--- config.mk ---
export PLATFORM = sky130hd
export DESIGN_NAME = data_mem_interface_flat
export DESIGN_NICKNAME = d
export VERILOG_FILES = /design/src/rtl/data_mem_interface_if.sv /design/src/rtl/data_mem_interface.sv /design/src/flat_wrapper.sv
export SDC_FILE = /design/constraint.sdc
export NUM_CORES = 1
export LEC_CHECK = 0
export CAP_MARGIN = 20
export CORE_UTILIZATION = 45
export DETAILED_ROUTE_END_ITERATION = 8
export PLACE_DENSITY = 0.94
export SLEW_MARGIN = 20
export SYNTH_ARGS = -nofsm -noshare
export SYNTH_HDL_FRONTEND = slang
export SYNTH_SLANG_ARGS = --single-unit
--- constraint.sdc ---
create_clock -name clk -period 4.2 [get_ports clk]
set_input_delay 1.05 -clock clk [delete_from_list [all_inputs] [get_ports clk]]
set_output_delay 1.05 -clock clk [all_outputs]
set_load 0.1 [all_outputs]
--- src/rtl/data_mem_interface_if.sv ---
// Data-memory bus: data_mem_interface drives it as master, the memory answers as slave.
// mem_rdata is valid in the same cycle as mem_ack.
interface data_mem_interface_if;
    logic        mem_req;
    logic        mem_we;
    logic [31:0] mem_addr;
    logic [3:0]  mem_wstrb;
    logic [31:0] mem_wdata;
    logic        mem_ack;
    logic [31:0] mem_rdata;

    modport master (
        output mem_req, mem_we, mem_addr, mem_wstrb, mem_wdata,
        input  mem_ack, mem_rdata
    );

    modport slave (
        input  mem_req, mem_we, mem_addr, mem_wstrb, mem_wdata,
        output mem_ack, mem_rdata
    );
endinterface

--- src/rtl/data_mem_interface.sv ---
// Load/store bridge to the single-ported data memory: lane mapping, req/ack with timeout, load alignment.
// Optional LSU_MISALIGN_TRAP_EN faults misaligned half/word accesses instead of forcing their offset down.
module data_mem_interface #(
    parameter int TIMEOUT_CYCLES = 16
) (
    input  logic                        clk,
    input  logic                        rst_n,
    input  logic                        start,
    input  logic [31:0]                 addr_in,
    input  logic                        wr,
    input  logic                        b_e,
    input  logic                        h_e,
    input  logic                        w_e,
    input  logic [7:0]                  st_b,
    input  logic [15:0]                 st_h,
    input  logic [31:0]                 st_w,
    output logic [31:0]                 mrdout,
    output logic                        busy,
    output logic                        done,
    output logic                        fault,
    data_mem_interface_if.master        mem
);

    typedef enum logic [1:0] {S_IDLE, S_REQ, S_DONE} state_e;
    typedef enum logic [1:0] {SZ_NONE, SZ_B, SZ_H, SZ_W} size_e;

    localparam int CNT_W = (TIMEOUT_CYCLES > 1) ? $clog2(TIMEOUT_CYCLES) : 1;
    localparam logic [CNT_W-1:0] CNT_LAST = CNT_W'(TIMEOUT_CYCLES - 1);

    state_e           state_q;
    size_e            size_q;
    logic [1:0]       off_q;
    logic [CNT_W-1:0] cnt_q;
    logic             req_q, we_q, busy_q, done_q, fault_q;
    logic [29:0]      addr_q;
    logic [3:0]       wstrb_q;
    logic [31:0]      wdata_q, mrdout_q;

    size_e       size_d;
    logic [1:0]  off_d;
    logic [3:0]  wstrb_d;
    logic [31:0] wdata_d;
    logic [31:0] rshift;
    logic [31:0] load_d;
    logic        reject_d;

    // NOTE: every signal assigned in an always_comb gets a default first, so no path can infer a latch.
    always_comb begin
        size_d  = SZ_NONE;
        if (w_e)      size_d = SZ_W;
        else if (h_e) size_d = SZ_H;
        else if (b_e) size_d = SZ_B;

        off_d   = addr_in[1:0];
        wstrb_d = 4'b0000;
        wdata_d = st_w;
        case (size_d)
            SZ_B: begin
                wstrb_d = 4'b0001 << off_d;
                wdata_d = {4{st_b}};
            end
            SZ_H: begin
                off_d[0] = 1'b0;
                wstrb_d  = 4'b0011 << off_d;
                wdata_d  = {2{st_h}};
            end
            SZ_W: begin
                off_d   = 2'b00;
                wstrb_d = 4'b1111;
            end
            default: ;
        endcase
        if (!wr) wstrb_d = 4'b0000;
    end

`ifdef LSU_MISALIGN_TRAP_EN
    assign reject_d = (size_d == SZ_NONE)
                   || (size_d == SZ_H && addr_in[0])
                   || (size_d == SZ_W && addr_in[1:0] != 2'b00);
`else
    assign reject_d = (size_d == SZ_NONE);
`endif

    // Loaded word is brought down to bit 0 and zero-filled; sign extension is the controller's job.
    assign rshift = mem.mem_rdata >> {off_q, 3'b000};
    always_comb begin
        load_d = rshift;
        case (size_q)
            SZ_B:    load_d = {24'h0, rshift[7:0]};
            SZ_H:    load_d = {16'h0, rshift[15:0]};
            default: ;
        endcase
    end

    // NOTE: state registers use non-blocking assignments so every register sees pre-edge values.
    always_ff @(posedge clk or negedge rst_n) begin
        if (!rst_n) begin
            state_q  <= S_IDLE;
            size_q   <= SZ_NONE;
            off_q    <= 2'b00;
            cnt_q    <= '0;
            req_q    <= 1'b0;
            we_q     <= 1'b0;
            busy_q   <= 1'b0;
            done_q   <= 1'b0;
            fault_q  <= 1'b0;
            addr_q   <= '0;
            wstrb_q  <= 4'b0000;
            wdata_q  <= '0;
            mrdout_q <= '0;
        end else begin
            done_q  <= 1'b0;
            fault_q <= 1'b0;
            case (state_q)
                S_IDLE: begin
                    if (start) begin
                        busy_q <= 1'b1;
                        if (reject_d) begin
                            state_q <= S_DONE;
                            done_q  <= 1'b1;
                            fault_q <= 1'b1;
                        end else begin
                            state_q <= S_REQ;
                            req_q   <= 1'b1;
                            we_q    <= wr;
                            addr_q  <= addr_in[31:2];
                            wstrb_q <= wstrb_d;
                            wdata_q <= wdata_d;
                            size_q  <= size_d;
                            off_q   <= off_d;
                            cnt_q   <= '0;
                        end
                    end
                end
                S_REQ: begin
                    if (mem.mem_ack) begin
                        state_q  <= S_DONE;
                        req_q    <= 1'b0;
                        done_q   <= 1'b1;
                        mrdout_q <= load_d;
                    end else if (cnt_q == CNT_LAST) begin
                        state_q <= S_DONE;
                        req_q   <= 1'b0;
                        done_q  <= 1'b1;
                        fault_q <= 1'b1;
                    end else begin
                        cnt_q <= cnt_q + 1'b1;
                    end
                end
                S_DONE: begin
                    state_q <= S_IDLE;
                    busy_q  <= 1'b0;
                end
                default: state_q <= S_IDLE;
            endcase
        end
    end

    assign mrdout        = mrdout_q;
    assign busy          = busy_q;
    assign done          = done_q;
    assign fault         = fault_q;
    assign mem.mem_req   = req_q;
    assign mem.mem_we    = we_q;
    assign mem.mem_addr  = {addr_q, 2'b00};
    assign mem.mem_wstrb = wstrb_q;
    assign mem.mem_wdata = wdata_q;

endmodule
--- src/flat_wrapper.sv ---
// flat-port wrapper written by rule: the top's interface ports become plain ports
module data_mem_interface_flat 
#(
    parameter int TIMEOUT_CYCLES = 16
)
  (clk, rst_n, start, addr_in, wr, b_e, h_e, w_e, st_b, st_h, st_w, mrdout, busy, done, fault, mem_mem_req, mem_mem_we, mem_mem_addr, mem_mem_wstrb, mem_mem_wdata, mem_mem_ack, mem_mem_rdata);
  data_mem_interface_if mem_i ();
  input  logic clk;
  input  logic rst_n;
  input  logic start;
  input  logic [31:0] addr_in;
  input  logic wr;
  input  logic b_e;
  input  logic h_e;
  input  logic w_e;
  input  logic [7:0] st_b;
  input  logic [15:0] st_h;
  input  logic [31:0] st_w;
  output logic [31:0] mrdout;
  output logic busy;
  output logic done;
  output logic fault;
  output wire logic [$bits(mem_i.mem_req)-1:0] mem_mem_req;
  output wire logic [$bits(mem_i.mem_we)-1:0] mem_mem_we;
  output wire logic [$bits(mem_i.mem_addr)-1:0] mem_mem_addr;
  output wire logic [$bits(mem_i.mem_wstrb)-1:0] mem_mem_wstrb;
  output wire logic [$bits(mem_i.mem_wdata)-1:0] mem_mem_wdata;
  input wire logic [$bits(mem_i.mem_ack)-1:0] mem_mem_ack;
  input wire logic [$bits(mem_i.mem_rdata)-1:0] mem_mem_rdata;
  assign mem_mem_req = mem_i.mem_req;
  assign mem_mem_we = mem_i.mem_we;
  assign mem_mem_addr = mem_i.mem_addr;
  assign mem_mem_wstrb = mem_i.mem_wstrb;
  assign mem_mem_wdata = mem_i.mem_wdata;
  assign mem_i.mem_ack = mem_mem_ack;
  assign mem_i.mem_rdata = mem_mem_rdata;
  data_mem_interface #(.TIMEOUT_CYCLES(TIMEOUT_CYCLES)) u_core (.clk(clk), .rst_n(rst_n), .start(start), .addr_in(addr_in), .wr(wr), .b_e(b_e), .h_e(h_e), .w_e(w_e), .st_b(st_b), .st_h(st_h), .st_w(st_w), .mrdout(mrdout), .busy(busy), .done(done), .fault(fault), .mem(mem_i));
endmodule
==> metrics.sh <==
RUN_STATUS='complete, no violations'
DP.FINAL_HPWL_UM=12000
FINAL_HOLD_VIOL_COUNT=0
DIE_W_UM=109
AREAGROWTHSYNTHTOFINISH_PCT=58.1
NUM-FILL-CELLS=723
FP.DIEH_UM=109
CTS_INSERTED_BUFFERS=17
PATH_DELAY_FAMILY='buffers and inverters'
FIN_SKEW_PS=6.36
SYNTH.LIB_CELLS_USED.DISTINCT=32
GRT_PASS1_WL_UM=25200
HTREE_NUM_LEVELS=4
CLK-INSERTION-DELAY-LATE_PS=410
FINALCRITICALPERIOD_PS=3010
GP_ROUTABILITY_CONGESTION=0.900
CTS_RESIZED=0
N_ANTENNA_CELL=0
TOTAL_NUMBER_OF_VIAS=4984
SETUP_VIOL=0
DETAIL-ROUTE-ANTENNA-NETS=0
CTS_TREE='done'
WORSTSETUPSTARTPOINTTYPE='flop'
REPORT.FINAL.SLEW_VIOL_COUNT=0
TIMING.FMAX_MHz=332
RSZ0062_AT_GRT='no'
FIRST_PASS_ITERS=5
YOSYSSEQAREASHARE_PCT=54.9
GROUTE.LAYER.MET2.USAGE_PCT=50.3
CLKSINKCOUNT=113
WORST_HOLD_PATH_TYPE='reg2reg'
ROOT_BUFFER='sky130_fd_sc_hd__clkbuf_16'
TOTAL_DETAILED_ROUTING_WIRELENGTH_UM=16500
INITIAL_ANTENNA_VIOLATION_COUNT=0
WORST_SLEW_MARGIN_REL_PCT=29.2
MULTI_INPUT_COMB_AREA_MM2=0.00211
CTS.HOLD.BUFFERS_ADDED=0
PORT-BUFFER-COUNT=230
SEQUENTIAL_CELL_AREA_MM2=0.00283
CLK_PIN_SLEW_PS=60
CRITICAL_PATH_BUF_INV_COUNT=1
TYPE_OF_THE_SETUP_PATH_WITH_THE_LEAST_SLACK='reg2out'
CRITICAL_PATH_REQUIRED_PS=3150
CRIT_PATH_MAX_INCR_DELAY_PS=1200
GRT_MAX_DEGREE=57
CLK_PATH_BUF_DEPTH=2
DRC=0
GRT.MET1_USAGE_PCT=29.1
MET3_USAGE_PCT=10.7
CRIT_PATH_CELL_CHAIN='clkdlybuf4s50_1'
MAXCAPVIOLCOUNT=0
FIN_SETUP_TNS_PS=0
MOSTFREQUENTLAYOUTCELL='sky130_fd_sc_hd__clkdlybuf4s50_1'
AVG_WL_PER_CELL_UM=17.8
FIRST_GLOBAL_VIAS=5320
STD_CELL_ROWS=38
DRT_ITER0_MARKERS=360
GRT_UTIL_ALL_LAYERS_PCT=28.6
SYNTHESIS.AREA_PER_INSTANCE_UM2=9.39
FP.DIEAREA_MM2=0.0119
POST_DETAILED_ROUTE_VIA_TO_CELL_RATIO=5.39
TIMING_WORST_SLEW_PIN_VALUE_PS=1060
POSTSYNTHCELLCOUNT=549
MOST_USED_LAYER_GLOBAL_ROUTE='met2'
ARRIVAL_PS=1960
DRIVE_GT1_SHARE_PCT=6.62
CTS_SETUP_BUFFERS=0
WORSTSETUPENDPOINTTYPE='primary output'
YS.WARNINGS.COUNT=0
LAYOUT.NETS=906
MOSTFREQUENTLAYOUTCELLS='sky130_fd_sc_hd__clkdlybuf4s50_1 (229), sky130_fd_sc_hd__nand2_1 (173), sky130_fd_sc_hd__dfrtp_1 (113)'
TIMING.CRITICAL_PATH.SLOWEST_STAGE_CELL='sky130_fd_sc_hd__clkdlybuf4s50_1'
SYNTH.CELL_AREA_MM2=0.00515
SYNTH-SEQ-CELLS=113
CRITPATHMAXFANOUT=2
START_UTIL_PCT=46.9
CORE_MM2=0.0110
CONGESTION_OVERFLOW_GR=0
PERIOD_UTILISATION_LAYOUT_PCT=71.6
NUM_IO_PINS=233
[metrics by stage]
step	area, um2	hold WS, ps	setup slack [ps]	util (%)	instances
4_1_cts	8150	476	1160	74.2	925
3_3_place_gp	7510	461	960	68.4	893
5_1_grt	8150	494	1110	74.2	925
6_report	8150	474	1190	74.2	925
2_1_floorplan	5160	450	1760	-	550
3_5_place_dp	7510	463	893	68.4	893
[sequential cells by signal, summed over array words and instances (netlist names), 2 cells and up]
signal,cells
u_core.mem.mem_wstrb,4
u_core.cnt_q,4
u_core.size_q,2
u_core.off_q,2
u_core.addr_q,30
u_core.mem.mem_wdata,32
u_core.mrdout,32
u_core.state_q,2
[area by class of cell]
class	instances	share of cell area (%)
sequential	113	34.7
timing repair buffer	238	29.1
multi-input combinational	395	25.9
clock buffer	19	5.56
clock inverter	13	2.26
tap	140	2.15
inverter	7	0.322
[worst paths after layout]
| kind | startpoint | to | slack [ps] | cells past startpoint |
|---|---|---|---|---|
| setup / recovery | u_core.mem.mem_wdata[7] | mem_mem_wdata[7] | 1190 | 1 |
| hold / removal | u_core.addr_q[20] | u_core.addr_q[20] | 470 | 2 |
| setup reg to reg | u_core.off_q[1] | u_core.mrdout[13] | 2220 | 4 |
| hold reg to reg | u_core.addr_q[20] | u_core.addr_q[20] | 470 | 2 |
| max in group asynchronous | rst_n | u_core.mem.mem_wdata[8] | 2750 | 2 |
| min in group asynchronous | rst_n | u_core.mrdout[17] | 550 | 1 |
[logic make-up (layout without fill, tap and decap cells)]
logic type                 Yosys count  after routing  synth area share (%)
AOI/OAI and AO/OA                  123            123                  15.5
other                                1              2                0.0727
muxes                               24             24                  4.85
adders and majority gates            6              6                  1.46
and+or+nand+nor                    238            238                  18.4
buffers and inverters               42            277                  4.49
DFF                                113            113                  54.9
xor gates and xnor gates             2              2                 0.340
[cell usage after synthesis]
master                      instances  area [um2]
sky130_fd_sc_hd__ha_1               6        75.1
sky130_fd_sc_hd__nor2_1            45         169
sky130_fd_sc_hd__nor3b_1            1        7.51
sky130_fd_sc_hd__a22o_1            16         140
sky130_fd_sc_hd__mux2i_1           16         160
sky130_fd_sc_hd__mux2_2             8        90.1
sky130_fd_sc_hd__nand4_1            1        6.26
sky130_fd_sc_hd__o31ai_1           34         255
sky130_fd_sc_hd__a31o_2             1        8.76
sky130_fd_sc_hd__buf_4              4        30.0
sky130_fd_sc_hd__a21o_1             3        22.5
sky130_fd_sc_hd__nand4bb_1          1        11.3
sky130_fd_sc_hd__nand2b_1           3        18.8
sky130_fd_sc_hd__conb_1             1        3.75
sky130_fd_sc_hd__nand2_1          173         649
sky130_fd_sc_hd__buf_6              7        78.8
sky130_fd_sc_hd__dfrtp_1          113        2830
sky130_fd_sc_hd__nand4b_1           1        8.76
sky130_fd_sc_hd__clkbuf_1          17        63.8
sky130_fd_sc_hd__nor2b_1           10        62.6
sky130_fd_sc_hd__buf_1              2        7.51
sky130_fd_sc_hd__or3_1              1        6.26
sky130_fd_sc_hd__a21oi_1           32         160
sky130_fd_sc_hd__o22ai_1            1        6.26
sky130_fd_sc_hd__a31oi_1            1        6.26
sky130_fd_sc_hd__a211oi_1          10        75.1
sky130_fd_sc_hd__buf_2              5        25.0
sky130_fd_sc_hd__nand3_1            1        5.00
sky130_fd_sc_hd__o21ai_0           25         125
sky130_fd_sc_hd__nor3_1             1        5.00
sky130_fd_sc_hd__inv_1              7        26.3
sky130_fd_sc_hd__xor2_1             2        17.5
[layer usage]
layer | share of wire [%] | up-vias
met1 | 35 | 2389
met3 | 8.7 | 41
met2 | 53 | 257
li1 | - | 2297
met4 | 3.3 | 0
met5 | 0 | -
Power is not shown: default switching activity piles up to over one toggle a cycle in this logic, so the estimate is an artifact.
